## src/rtl/cache_miss_handler.sv

```systemverilog
// Miss handler for a direct-mapped, write-through, write-allocate cache.
// Serves read hits combinationally, refills on read misses and forwards every store to memory.
module cache_miss_handler #(
    parameter int DATA_WIDTH = 32,
    parameter int TIMEOUT    = 255,
    parameter int CNT_WIDTH  = 16
) (
    input  logic                  clk,
    input  logic                  rst,
    input  logic                  cpu_re,
    input  logic                  cpu_we,
    input  logic [DATA_WIDTH-1:0] cpu_addr,
    input  logic [DATA_WIDTH-1:0] cpu_wdata,
    output logic [DATA_WIDTH-1:0] cpu_rdata,
    output logic                  cpu_stall,
    input  logic                  cache_hit,
    input  logic [DATA_WIDTH-1:0] cache_rdata,
    output logic                  cache_we,
    output logic [DATA_WIDTH-1:0] cache_addr,
    output logic [DATA_WIDTH-1:0] cache_wdata,
    output logic                  mem_req,
    output logic                  mem_we,
    output logic [DATA_WIDTH-1:0] mem_addr,
    output logic [DATA_WIDTH-1:0] mem_wdata,
    input  logic                  mem_ack,
    input  logic [DATA_WIDTH-1:0] mem_rdata,
    output logic                  err,
    output logic [CNT_WIDTH-1:0]  hit_cnt,
    output logic [CNT_WIDTH-1:0]  miss_cnt
);

    typedef enum logic [1:0] {IDLE, RD_MISS, FILL, WR_THRU} state_t;

    localparam int WAIT_W = (TIMEOUT < 1) ? 1 : $clog2(TIMEOUT + 1);

    state_t                r_state;
    logic [DATA_WIDTH-1:0] r_addr;
    logic [DATA_WIDTH-1:0] r_wdata;
    logic [DATA_WIDTH-1:0] r_fillData;
    logic [WAIT_W-1:0]     r_wait;
    logic                  r_err;
    logic [CNT_WIDTH-1:0]  r_hitCnt;
    logic [CNT_WIDTH-1:0]  r_missCnt;

    logic w_idle;
    logic w_waiting;
    logic w_timeout;
    logic w_store;
    logic w_hit;
    logic w_miss;

    assign w_idle    = (r_state == IDLE);
    assign w_waiting = (r_state == RD_MISS) || (r_state == WR_THRU);
    assign w_timeout = w_waiting && (r_wait == WAIT_W'(TIMEOUT));
    assign w_store   = w_idle && cpu_we;
    assign w_hit     = w_idle && cpu_re && !cpu_we && cache_hit;
    assign w_miss    = w_idle && cpu_re && !cpu_we && !cache_hit;

    // A timeout takes priority over a late mem_ack arriving in the same cycle.
    always_ff @(posedge clk or posedge rst) begin
        if (rst) begin
            r_state    <= IDLE;
            r_addr     <= '0;
            r_wdata    <= '0;
            r_fillData <= '0;
            r_wait     <= '0;
            r_err      <= 1'b0;
            r_hitCnt   <= '0;
            r_missCnt  <= '0;
        end else begin
            if (w_timeout) begin
                r_err <= 1'b1;
            end
            case (r_state)
                IDLE: begin
                    if (cpu_we) begin
                        r_addr  <= cpu_addr;
                        r_wdata <= cpu_wdata;
                        r_wait  <= '0;
                        r_state <= WR_THRU;
                    end else if (cpu_re) begin
                        if (cache_hit) begin
                            if (r_hitCnt != '1) r_hitCnt <= r_hitCnt + 1'b1;
                        end else begin
                            r_addr  <= cpu_addr;
                            r_wait  <= '0;
                            r_state <= RD_MISS;
                            if (r_missCnt != '1) r_missCnt <= r_missCnt + 1'b1;
                        end
                    end
                end
                RD_MISS: begin
                    if (w_timeout) begin
                        r_state <= IDLE;
                    end else if (mem_ack) begin
                        r_fillData <= mem_rdata;
                        r_state    <= FILL;
                    end else begin
                        r_wait <= r_wait + 1'b1;
                    end
                end
                FILL: begin
                    r_state <= IDLE;
                end
                WR_THRU: begin
                    if (w_timeout || mem_ack) begin
                        r_state <= IDLE;
                    end else begin
                        r_wait <= r_wait + 1'b1;
                    end
                end
                default: r_state <= IDLE;
            endcase
        end
    end

    // Stall and cache strobe are gated by rst so they drop the moment reset is asserted.
    assign cpu_stall = !rst && (w_store || w_miss ||
                                ((r_state == RD_MISS) && !w_timeout) ||
                                ((r_state == WR_THRU) && !mem_ack && !w_timeout));
    assign cache_we    = !rst && (w_store || (r_state == FILL));
    assign cache_addr  = w_idle ? cpu_addr : r_addr;
    assign cache_wdata = (r_state == FILL) ? r_fillData : cpu_wdata;
    assign cpu_rdata   = w_hit ? cache_rdata :
                         ((r_state == FILL) ? r_fillData : '0);

    assign mem_req   = w_waiting;
    assign mem_we    = (r_state == WR_THRU);
    assign mem_addr  = r_addr;
    assign mem_wdata = r_wdata;

    assign err      = r_err || w_timeout;
    assign hit_cnt  = r_hitCnt;
    assign miss_cnt = r_missCnt;

endmodule
```

## config.mk

```make
export PLATFORM = sky130hd
export DESIGN_NAME = cache_miss_handler
export DESIGN_NICKNAME = d
export VERILOG_FILES = /design/src/rtl/cache_miss_handler.sv
export SDC_FILE = /design/constraint.sdc
export NUM_CORES = 1
export LEC_CHECK = 0
export ABC_AREA = 1
export BUFFER_PORTS_ARGS = -buffer_cell sky130_fd_sc_hd__buf_2
export CAP_MARGIN = 25
export CORE_UTILIZATION = 45
export DETAILED_ROUTE_END_ITERATION = 8
export PLACE_DENSITY = 0.77
export SKIP_LAST_GASP = 1
export SLEW_MARGIN = 0
export SYNTH_ARGS = -nofsm -noshare
export SYNTH_HDL_FRONTEND = slang
export SYNTH_SLANG_ARGS = --single-unit
```

## constraint.sdc

```tcl
create_clock -name clk -period 4.4 [get_ports clk]
set_input_delay 0.22 -clock clk [delete_from_list [all_inputs] [get_ports clk]]
set_output_delay 0.22 -clock clk [all_outputs]
set_load 0.05 [all_outputs]
```

==> results.txt, run 1 <==
Core ar. - 0.0158 mm²
synth warn - 0
peak supply drop - 0.525 mV
Overflow after GRT - 0
Layout area overhead - 33.8%
Reg power frac - 23.8%
leakage power - 5.54 nW
vias per cell - 4.84
Switching Share - 57.0%
pin count of the biggest net entering global routing - 87
setup violators final - 0
Clock power frac - 17.4%
hold path start - mem_rdata[3]
Final ANT Viol Nets - 0
commonest non-fill, non-tap cell in the layout - nand2_1
H-tree Lvls - 4
IO Pins - 331
Nets - 1464
DRT Wirelength - 20.5 mm
die width - 129 µm
global-route wire length before repair - 31.8 mm
Seq/Total Area, Yosys - 48.0%
placer congestion estimate - 0.869
PortBufs - 330
Tightest Pin Transition - 0.931 ns
fin crit period - 3.04 ns
hpwl dp - 15.0 mm
CTS Buf Count - 17
R2R setup slack - 1.64 ns
clock latency at the later pin of the worst-skew pair - 0.42 ns
number of global-route vias before repair - 6574
layout cells sized above 1 - 28.4%
crit path kind - reg2out
Clock transition at path regs - 0.06 ns
skew final - 0.0101 ns
dpl cell area - 0.00903 mm²
P_sw - 5.02 mW
Worst R2R Path Depth - 7
Hold WS - 0.0454 ns
Hold Path Depth - 3
Pint - 3.78 mW
RSZ-0062 raised after global routing - false
Crit Reg-Reg Startpoint - r_state[0]
Mapped Area - 0.00725 mm²
Critical Path Source Type - flip-flop
Starting Density - 45.8%
drt pass-1 iters - 5
crit end category - output pin
final antenna diode count - 0
initial antenna violation count - 0
Primary FF master, synth - dfrtp_1
Clock Tree Root - clkbuf_16
pwr/cell area - 906 mW/mm²
Hold EP - r_fillData[3]
cts repair resizes - 0
CTS Sinks - 139
Max Fclk - 329 MHz
CP Data Required Time - 4.18 ns
Async SR Flop Fraction - 100%
Core Rows - 46
Fin Setup TNS - 0 ns
Comb power frac - 58.7%
post-synth cell types - 29
worst hold path type - in2reg
Fin. Hold Viols - 0
TritonCTS clock tree - yes
Max-cap violations - 0
die height - 129 µm
status - finished, final reports clean
gr usage total - 24.6%
Slew Limit Headroom - 37.8%
die area - 0.0166 mm²
#FFs+latches synth - 139
Mapped Nets - 1151
Syn Area/Cell - 7.15 µm²
design area - 0.00970 mm²
Routed wire per std cell - 13.2 µm
cells after synthesis - 1014
DR iter-0 viols - 390
Vias - 7532
most frequent cells in the layout - nand2_1 (368), buf_2 (330), o21ai_0 (146)
crit path DAT - 2.82 ns
Max Root-Sink Buffers - 2
DRC - 0
highest fanout seen on the critical path - 68
Crit Reg-Reg Endpoint - hit_cnt[5]
period utilisation layout - 69.0%
EDFF count, synth - 0
fin. max-slew vios - 0
-- what timing repair did --
action / 4_1_cts / 5_1_grt
endpoints found under the hold margin: 64 / 0
buffers inserted: 0 / 0
hold buffers: 1 / 0
-- stage by stage --
stage,power (mW),utilization (%),setup WS [ns],cells
6_report,8.79,61.3,1.36,1556
5_1_grt,9.26,61.3,1.14,1556
2_1_floorplan,6.07,-,0.437,1014
3_5_place_dp,7.26,57.1,1.68,1522
3_3_place_gp,7.18,57.1,1.78,1522
4_1_cts,8.83,61.2,1.35,1555
-- routing by layer --
| layer | global-route usage, % | share of wire (%) | vias to the layer above | wire (µm) |
|---|---|---|---|---|
| met4 | 9.83 | 2.3 | 0 | 473 |
| met5 | 0 | 0 | - | 0 |
| met3 | 5.65 | 5.3 | 35 | 1080 |
| li1 | - | - | 3762 | - |
| met1 | 30.9 | 43 | 3473 | 8770 |
| met2 | 40.9 | 50 | 262 | 10200 |
-- Yosys cell counts, types with 2 or more instances --
cell type / n / share of area [%]
nand3b_1: 2 / 0.21
clkbuf_1: 24 / 1.2
nor2_1: 79 / 4.1
ha_1: 3 / 0.52
nand3_1: 27 / 1.9
nand2_1: 369 / 19
buf_6: 3 / 0.47
nand4_1: 9 / 0.78
dfrtp_1: 139 / 48
o21ai_1: 3 / 0.21
nor2_2: 3 / 0.26
nor2_4: 2 / 0.31
xor2_1: 3 / 0.36
xnor2_1: 9 / 1.1
inv_1: 133 / 6.9
a21oi_1: 35 / 2.4
o21ai_0: 146 / 10
buf_1: 2 / 0.10
buf_2: 13 / 0.90
-- final cells by class --
cell class | instances | area, µm²
repair buffers | 337 | 1720
fillers | 1433 | 6120
inverters | 135 | 514
clock inverters | 8 | 129
multi-input cells | 697 | 3080
well taps | 216 | 270
clock buffers | 24 | 512
flip-flops and latches | 139 | 3480
-- worst max path at each step --
stage | startpoint | endpoint | slack [ns] | depth (start not counted)
final | r_state[0] | cpu_rdata[8] | 1.36 | 7
after global routing | r_state[0] | cpu_rdata[20] | 1.14 | 7
after CTS | r_state[0] | cpu_rdata[10] | 1.35 | 7
after detailed placement | r_state[0] | hit_cnt[5] | 1.68 | 7
after global placement | r_state[0] | hit_cnt[5] | 1.78 | 7
after floorplan | rst | hit_cnt[0] | 0.44 | 1
-- registers in the layout, indices dropped and copies added (netlist names) --
register    count
mem_wdata      32
hit_cnt        16
r_state         2
r_err           1
r_wait          8
miss_cnt       16
mem_addr       32
r_fillData     32
-- power groups by stage --
| stage | sequential, mW | combinational (mW) | clock, mW |
|---|---|---|---|
| floorplan | 3.19 | 2.88 | 0 |
| global placement | 2.08 | 5.10 | 0 |
| detailed placement | 2.10 | 5.16 | 0 |
| CTS | 2.09 | 5.17 | 1.57 |
| global route | 2.15 | 5.48 | 1.62 |
| finish | 2.09 | 5.17 | 1.53 |
-- cell families after synthesis --
logic type | count (synthesis) | share of synthesized area (%)
DFF | 139 | 48.0
AOI/OAI and AO/OA | 187 | 13.1
buffers and inverters | 178 | 9.83
and+or+nand+nor | 495 | 27.1
xor gates and xnor gates | 12 | 1.45
adders and majority gates | 3 | 0.518
-- worst max-delay path, stage by stage (launching register included) --
cell and delay, ns:
dfrtp_1 0.53, nor2_4 0.16, buf_4 0.50, nand3_1 0.22, inv_2 0.49, nand2_1 0.13
nand2_1 0.09, buf_2 0.26
Power figures use the tool's default switching activity.
==> run 2, diff against run 1 <==
==> constraint.sdc (replaced) <==
create_clock -name clk -period 3.1 [get_ports clk]
set_input_delay 0.155 -clock clk [delete_from_list [all_inputs] [get_ports clk]]
set_output_delay 0.155 -clock clk [all_outputs]
set_load 0.05 [all_outputs]
==> run 2 against run 1 <==
Routed wire length rose by 5.6%. Core utilization rose by 3.1 points. Clock skew fell by 0.00068 ns. Non-clock buffer count rose by 55. Critical endpoint is now cpu_stall. First-iteration DRC count rose by 42%. Final area rose by 5.1%. Combinational power rose by 43%. Via count rose by 3.4%.
==> results.txt, run 2 (same netlist as run 1, synthesis figures left out) <==
status - finished, final reports clean
Worst Path Buf+Inv - 3 (unchanged)
Worst R2R Path Depth - 6 (-1)
peak supply drop - 0.724 mV (+38%)
number of global-route vias before repair - 6987 (+6.3%)
Hold EP - mem_addr[10]
Starting Density - 45.8% (unchanged)
Core Rows - 46 (unchanged)
period utilisation layout - 83.8%
Nets - 1519 (+3.8%)
initial antenna violation count - 1 (+1)
GRT Max-Usage Layer - met2
crit end category - output pin
largest stage delay on the critical path - 0.55 ns (+0.02 ns)
CP max-delay cell - dfrtp_1
Crit Reg-Reg Endpoint - hit_cnt[5]
fin. max-slew vios - 0 (unchanged)
pwr/cell area - 1210 mW/mm² (+34%)
IO Pins - 331 (unchanged)
placer congestion estimate - 0.904 (+4.0%)
worst hold path type - in2reg
setup violators final - 0 (unchanged)
CTS Buf Count - 17 (unchanged)
RSZ-0062 raised after global routing - false
Placed Cells - 1525 (+0.20%)
PortBufs - 330 (unchanged)
die height - 129 µm (unchanged)
clock latency at the later pin of the worst-skew pair - 0.42 ns (about the same)
worst-path cell chain - nor2_4 -> buf_4 -> o21ai_4 -> nand3_1 -> nand2_1 -> inv_1 -> buf_2
CTS Sinks - 139 (unchanged)
vias per cell - 4.83 (-0.13%)
Core ar. - 0.0158 mm² (unchanged)
postcts setup bufs - 0 (unchanged)
Clock transition at path regs - 0.06 ns (about the same)
final antenna diode count - 0 (unchanged)
pre-CTS setup slack - 0.773 ns (-0.907 ns)
Max Root-Sink Buffers - 2 (unchanged)
die area - 0.0166 mm² (unchanged)
pin count of the biggest net entering global routing - 93 (+6.9%)
CP Data Required Time - 2.94 ns (-1.24 ns)
TritonCTS clock tree - yes
DR iter-0 viols - 552 (+42%)
Routed wire per std cell - 13.5 µm (+2.0%)
met1 Usage GRT - 32.6% (+1.7 points)
Layout area overhead - 40.6%
die width - 129 µm (unchanged)
met2 GRT Util - 43.0% (+2.1 points)
grt met3 use - 5.16% (-0.50 points)
Tightest Pin Transition - 0.982 ns (+0.0513 ns)
Overflow after GRT - 0 (unchanged)
gr usage total - 25.8% (+1.3 points)
Max-cap violations - 0 (unchanged)
DRT Wirelength - 21.7 mm (+5.6%)
global-route wire length before repair - 33.4 mm (+5.0%)
drt pass-1 iters - 4 (-1)
Critical Path Source Type - flip-flop
crit path DAT - 2.44 ns (-0.38 ns)
Vias - 7788 (+3.4%)
Fin. Hold Viols - 0 (unchanged)
Fin Setup TNS - 0 ns (unchanged)
most frequent cells in the layout - nand2_1 (368), buf_2 (330), o21ai_0 (146)
skew final - 0.00937 ns (-0.000681 ns)
H-tree Lvls - 4 (unchanged)
highest fanout seen on the critical path - 42 (-38%)
hpwl dp - 15.5 mm (+3.6%)
critical path's top delay family - buffers and inverters
setup slack after layout - 0.503 ns (-0.860 ns)
fin crit period - 2.60 ns
Clock Tree Root - clkbuf_16
hold path start - cpu_addr[10]
Final ANT Viol Nets - 0 (unchanged)
Slew Limit Headroom - 34.3% (-3.5 points)
layout cells sized above 1 - 27.6% (-0.83 points)
Crit Reg-Reg Startpoint - r_state[0]
leakage power - 5.74 nW (+3.6%)
commonest non-fill, non-tap cell in the layout - nand2_1
DRC - 0 (unchanged)
Hold Path Depth - 3 (unchanged)
R2R setup slack - 0.89 ns (-0.75 ns)
Finished Layout Cells - 1611 (+3.5%)
crit path kind - reg2out
Max Fclk - 385 MHz
## run 2: cell types whose count changed in the layout (fill, tap and decap cells not counted), moves of 2 or more
cell	change
dlygate4sd3_1	+52
clkinvlp_4	+4
clkinv_2	+3
buf_4	+2
bufinv_16	-2
inv_6	-2
## run 2: worst register-to-register path: cells and delay by family, from the launching register on
| kind | cells | cell delay, ns |
|---|---|---|
| AO/OA/AOI/OAI | 2 | 0.55 |
| flip-flops | 1 | 0.55 |
| AND/OR/NAND/NOR | 3 | 0.49 |
| buffers and inverters | 1 | 0.47 |
## run 2: power by group
group	internal, mW	leakage [nW]	switching (mW)
Sequential	2.50	1.73	0.488
Combinational	1.51	3.73	5.88
Clock	1.21	0.280	0.777
## run 2: area by class of cell
| class | instances | area [µm²] |
|---|---|---|
| fillers | 1367 | 5630 |
| flip-flops and latches | 139 | 3480 |
| multi-input cells | 697 | 3080 |
| repair buffers | 392 | 2270 |
| inverters | 135 | 513 |
| clock buffers | 22 | 494 |
| well taps | 216 | 270 |
| clock inverters | 10 | 88.8 |
## run 2: through the flow
step / util [%] / hold WS [ns] / power (mW) / area [µm²]
6_report: 64.4 / 0.0181 / 12.4 / 10200
5_1_grt: 64.4 / 0.00613 / 13.0 / 10200
4_1_cts: 64.3 / 0.000497 / 12.4 / 10200
3_5_place_dp: 57.3 / 0.217 / 10.3 / 9070
3_3_place_gp: 57.3 / 0.208 / 10.2 / 9070
2_1_floorplan: - / 0.298 / 8.62 / 7260
## run 2: how the worst max path moves through the flow
stage | startpoint | end | slack [ns] | cells after the start
2_1_floorplan | rst | cpu_stall | 0.34 | 3
4_1_cts | r_state[0] | cpu_stall | 0.51 | 7
6_report | r_state[0] | cpu_stall | 0.50 | 7
3_3_place_gp | r_state[0] | mem_wdata[31] | 0.96 | 4
5_1_grt | r_state[0] | cpu_stall | 0.33 | 7
3_5_place_dp | r_state[0] | mem_wdata[20] | 0.77 | 4
## run 2: what timing repair did
action,in CTS,in global routing
gates resized for setup,0,0
hold endpoints to repair,67,0
hold buffers,53,0
## run 2: layer usage
metal / vias to the layer above / wire (µm) / share of wire [%]
met3: 50 / 1280 / 5.9
met5: - / 10 / 0.046
met4: 2 / 583 / 2.7
li1: 3878 / - / -
met1: 3537 / 9260 / 43
met2: 321 / 10600 / 49
==> run 3, diff against run 2 <==
--- a/config.mk
+++ b/config.mk
@@ -5,10 +5,10 @@
 export SDC_FILE = /design/constraint.sdc
 export NUM_CORES = 1
 export LEC_CHECK = 0
-export ABC_AREA = 1
+export ABC_AREA = 0
 export BUFFER_PORTS_ARGS = -buffer_cell sky130_fd_sc_hd__buf_2
 export CAP_MARGIN = 25
-export CORE_UTILIZATION = 45
+export CORE_UTILIZATION = 42
 export DETAILED_ROUTE_END_ITERATION = 8
 export PLACE_DENSITY = 0.77
 export SKIP_LAST_GASP = 1
==> constraint.sdc (replaced) <==
create_clock -name clk -period 2.3 [get_ports clk]
set_input_delay 0.115 -clock clk [delete_from_list [all_inputs] [get_ports clk]]
set_output_delay 0.115 -clock clk [all_outputs]
set_load 0.05 [all_outputs]
==> run 3 against run 2 <==
Routed wire length shrank 1.1%. Cell count decreased by 22%. Synthesized cell count shrank 41%. Register-to-register slack worse by 0.62 ns. Via count down 18%. Die area up 0.22%. Combinational power up 39%. Largest power group unchanged.
==> results.txt, run 3 <==
EDFF count, synth - 0 (unchanged)
pwr/cell area - 1670 mW/mm² (+38%)
FF/Latch Area - 0.00348 mm² (unchanged)
crit end category - output pin
most frequent cells in the layout - buf_2 (324), dfrtp_1 (139), mux2_2 (132)
Nets - 1161 (-24%)
status - finished, final reports clean
peak supply drop - 1.38 mV (+90%)
Vias - 6376 (-18%)
drt pass-1 iters - 4 (unchanged)
Max Fclk - 460 MHz
Switching Share - 52.8% (-4.9 points)
Tightest Pin Transition - 0.660 ns (-0.323 ns)
crit path kind - reg2out
fin crit period - 2.17 ns
met2 GRT Util - 44.0% (+0.99 points)
fin. max-slew vios - 0 (unchanged)
largest area contributor in the netlist - dfrtp_1
CP Data Required Time - 2.18 ns (-0.76 ns)
Layout area overhead - 53.0%
crit path DAT - 2.06 ns (-0.38 ns)
TritonCTS clock tree - yes
Max-cap violations - 0 (unchanged)
Core Rows - 46 (unchanged)
DR iter-0 viols - 296 (-46%)
grt met3 use - 6.81% (+1.7 points)
Pint - 8.17 mW (+56%)
most frequent cell after synthesis - dfrtp_1
PortBufs - 330 (unchanged)
Mapped Nets - 732 (-36%)
RSZ-0062 raised after global routing - false
top area cells in the synthesized netlist - dfrtp_1 (51%), mux2_2 (22%), nand2_1 (6.6%), a22o_1 (4.1%), xnor2_1 (2.3%)
Async SR Flop Fraction - 100% (unchanged)
initial antenna violation count - 0 (-1)
die height - 129 µm (+0.11%)
highest fanout seen on the critical path - 5 (-88%)
post-synth cell types - 42 (+45%)
Mapped Area - 0.00678 mm² (-6.5%)
IO Pins - 331 (unchanged)
Comb power frac - 59.3% (-0.5 points)
design area - 0.0104 mm² (+1.8%)
CTS Sinks - 139 (unchanged)
die area - 0.0167 mm² (+0.22%)
clock latency at the later pin of the worst-skew pair - 0.41 ns (about the same)
cells after synthesis - 595 (-41%)
post-synth top area share - 51.3% (+3.3 points)
number of global-route vias before repair - 6346 (-9.2%)
global-route wire length before repair - 32.9 mm (-1.5%)
Starting Density - 42.9% (-3.0 points)
GRT Max-Usage Layer - met2
Overflow after GRT - 0 (unchanged)
gr usage total - 26.1% (+0.24 points)
Syn Area/Cell - 11.4 µm² (+59%)
# fillers - 1180 (-14%)
CTS Buf Count - 17 (unchanged)
skew final - 0.00809 ns (-0.00129 ns)
leakage power - 5.19 nW (-9.5%)
Clock transition at path regs - 0.06 ns (about the same)
die width - 129 µm (+0.11%)
#FFs+latches synth - 139 (unchanged)
Slew Limit Headroom - 55.9% (+22 points)
Seq/Total Area, Yosys - 51.3% (+3.3 points)
Final ANT Viol Nets - 0 (unchanged)
commonest non-fill, non-tap cell in the layout - buf_2
dpl cell area - 0.00876 mm² (-3.3%)
hpwl dp - 14.3 mm (-7.7%)
Fin. Hold Viols - 0 (unchanged)
placer congestion estimate - 0.889 (-1.7%)
Routed wire per std cell - 17.1 µm (+27%)
Max Root-Sink Buffers - 2 (unchanged)
Clock Tree Root - clkbuf_16
Commonest cells post-synth - dfrtp_1 (139), mux2_2 (132), nand2_1 (120), a22o_1 (32), clkbuf_1 (25)
vias per cell - 5.09 (+5.3%)
worst hold path type - in2reg
Clock power frac - 16.3% (+0.3 points)
DRT Wirelength - 21.4 mm (-1.1%)
Fin Setup TNS - 0 ns (unchanged)
Core ar. - 0.0158 mm² (unchanged)
pin count of the biggest net entering global routing - 58 (-38%)
DRC - 0 (unchanged)
multi-input logic area - 0.00315 mm² (+2.2%)
setup violators final - 0 (unchanged)
Primary FF master, synth - dfrtp_1
Critical Path Source Type - flip-flop
P_sw - 9.15 mW (+28%)
met1 Usage GRT - 29.8% (-2.8 points)
Reg power frac - 24.3% (about the same)
synth warn - 0 (unchanged)
H-tree Lvls - 4 (unchanged)
layout cells sized above 1 - 50.5% (+23 points)
period utilisation layout - 94.5%
[run 3: repair_timing]
item,4_1_cts,5_1_grt
endpoints found under the setup margin,0,40
hold buffers,97,0
buffers inserted,0,0
gates resized for setup,0,8
endpoints found under the hold margin,123,0
[run 3: metal layers]
layer / up-vias / share of wire (%) / wire length [µm]
met1: 3045 / 39 / 8380
met3: 74 / 6.7 / 1440
met4: 0 / 4.5 / 971
met5: - / 0 / 0
li1: 2972 / - / -
met2: 285 / 50 / 10600
[run 3: cell type report]
cell class,instances,share of cell area [%]
Sequential cell,139,33.5
Multi-Input combinational cell,416,30.3
Timing Repair Buffer,444,27.3
Clock buffer,21,4.63
Tap cell,216,2.60
Clock inverter,10,1.35
Inverter,6,0.253
Antenna cell,1,0.0241
[run 3: final timing paths]
kind                           start             end  slack [ns]  depth (start not counted)
min in group asynchronous        rst     mem_addr[5]        0.37                          3
max in group asynchronous        rst  r_fillData[17]        1.23                          4
max reg2reg                r_wait[0]   r_fillData[8]        0.27                          6
max                        r_wait[0]       cpu_stall        0.13                          7
min reg2reg                    r_err           r_err        0.45                          2
min                          mem_ack       r_wait[1]        0.07                          4
[run 3: worst max-delay path, stage by stage, from the launching register on]
cell     delay (ns)
dfrtp_1        0.42
ha_1           0.26
nand3_1        0.12
o21ai_1        0.09
buf_4          0.15
a21o_1         0.15
a21oi_1        0.16
buf_2          0.29
[run 3: power by group through the flow]
stage / Sequential (mW) / Clock, mW / Combinational, mW
floorplan: 6.17 / 0 / 5.74
global placement: 4.17 / 0 / 9.92
detailed placement: 4.20 / 0 / 10.0
CTS: 4.18 / 2.88 / 10.2
global route: 4.33 / 2.99 / 10.7
finish: 4.21 / 2.83 / 10.3
[run 3: cell families (layout without fill, tap and decap cells)]
logic type	count (synthesis)	in the layout	synth area share, %
AND/OR/NAND/NOR	194	194	13.3
flip-flops	139	139	51.3
multiplexers	132	132	21.9
AO/OA/AOI/OAI	59	59	6.58
buffers and inverters	40	481	2.73
XOR/XNOR	28	28	3.61
adder cells (fa/ha/maj)	3	3	0.553
other	0	1	0
[run 3: per-stage QoR]
stage / setup slack, ns / cells / total power [mW] / utilization (%) / hold WS, ns
final: 0.126 / 1253 / 17.3 / 65.6 / 0.0744
after global routing: 0.00735 / 1252 / 18.1 / 65.6 / 0.107
after CTS: 0.0390 / 1252 / 17.2 / 65.4 / 0.0494
after detailed placement: 0.306 / 1124 / 14.2 / 55.4 / 0.264
after global placement: 0.348 / 1124 / 14.1 / 55.4 / 0.257
after floorplan: 0.0694 / 595 / 11.9 / - / 0.220
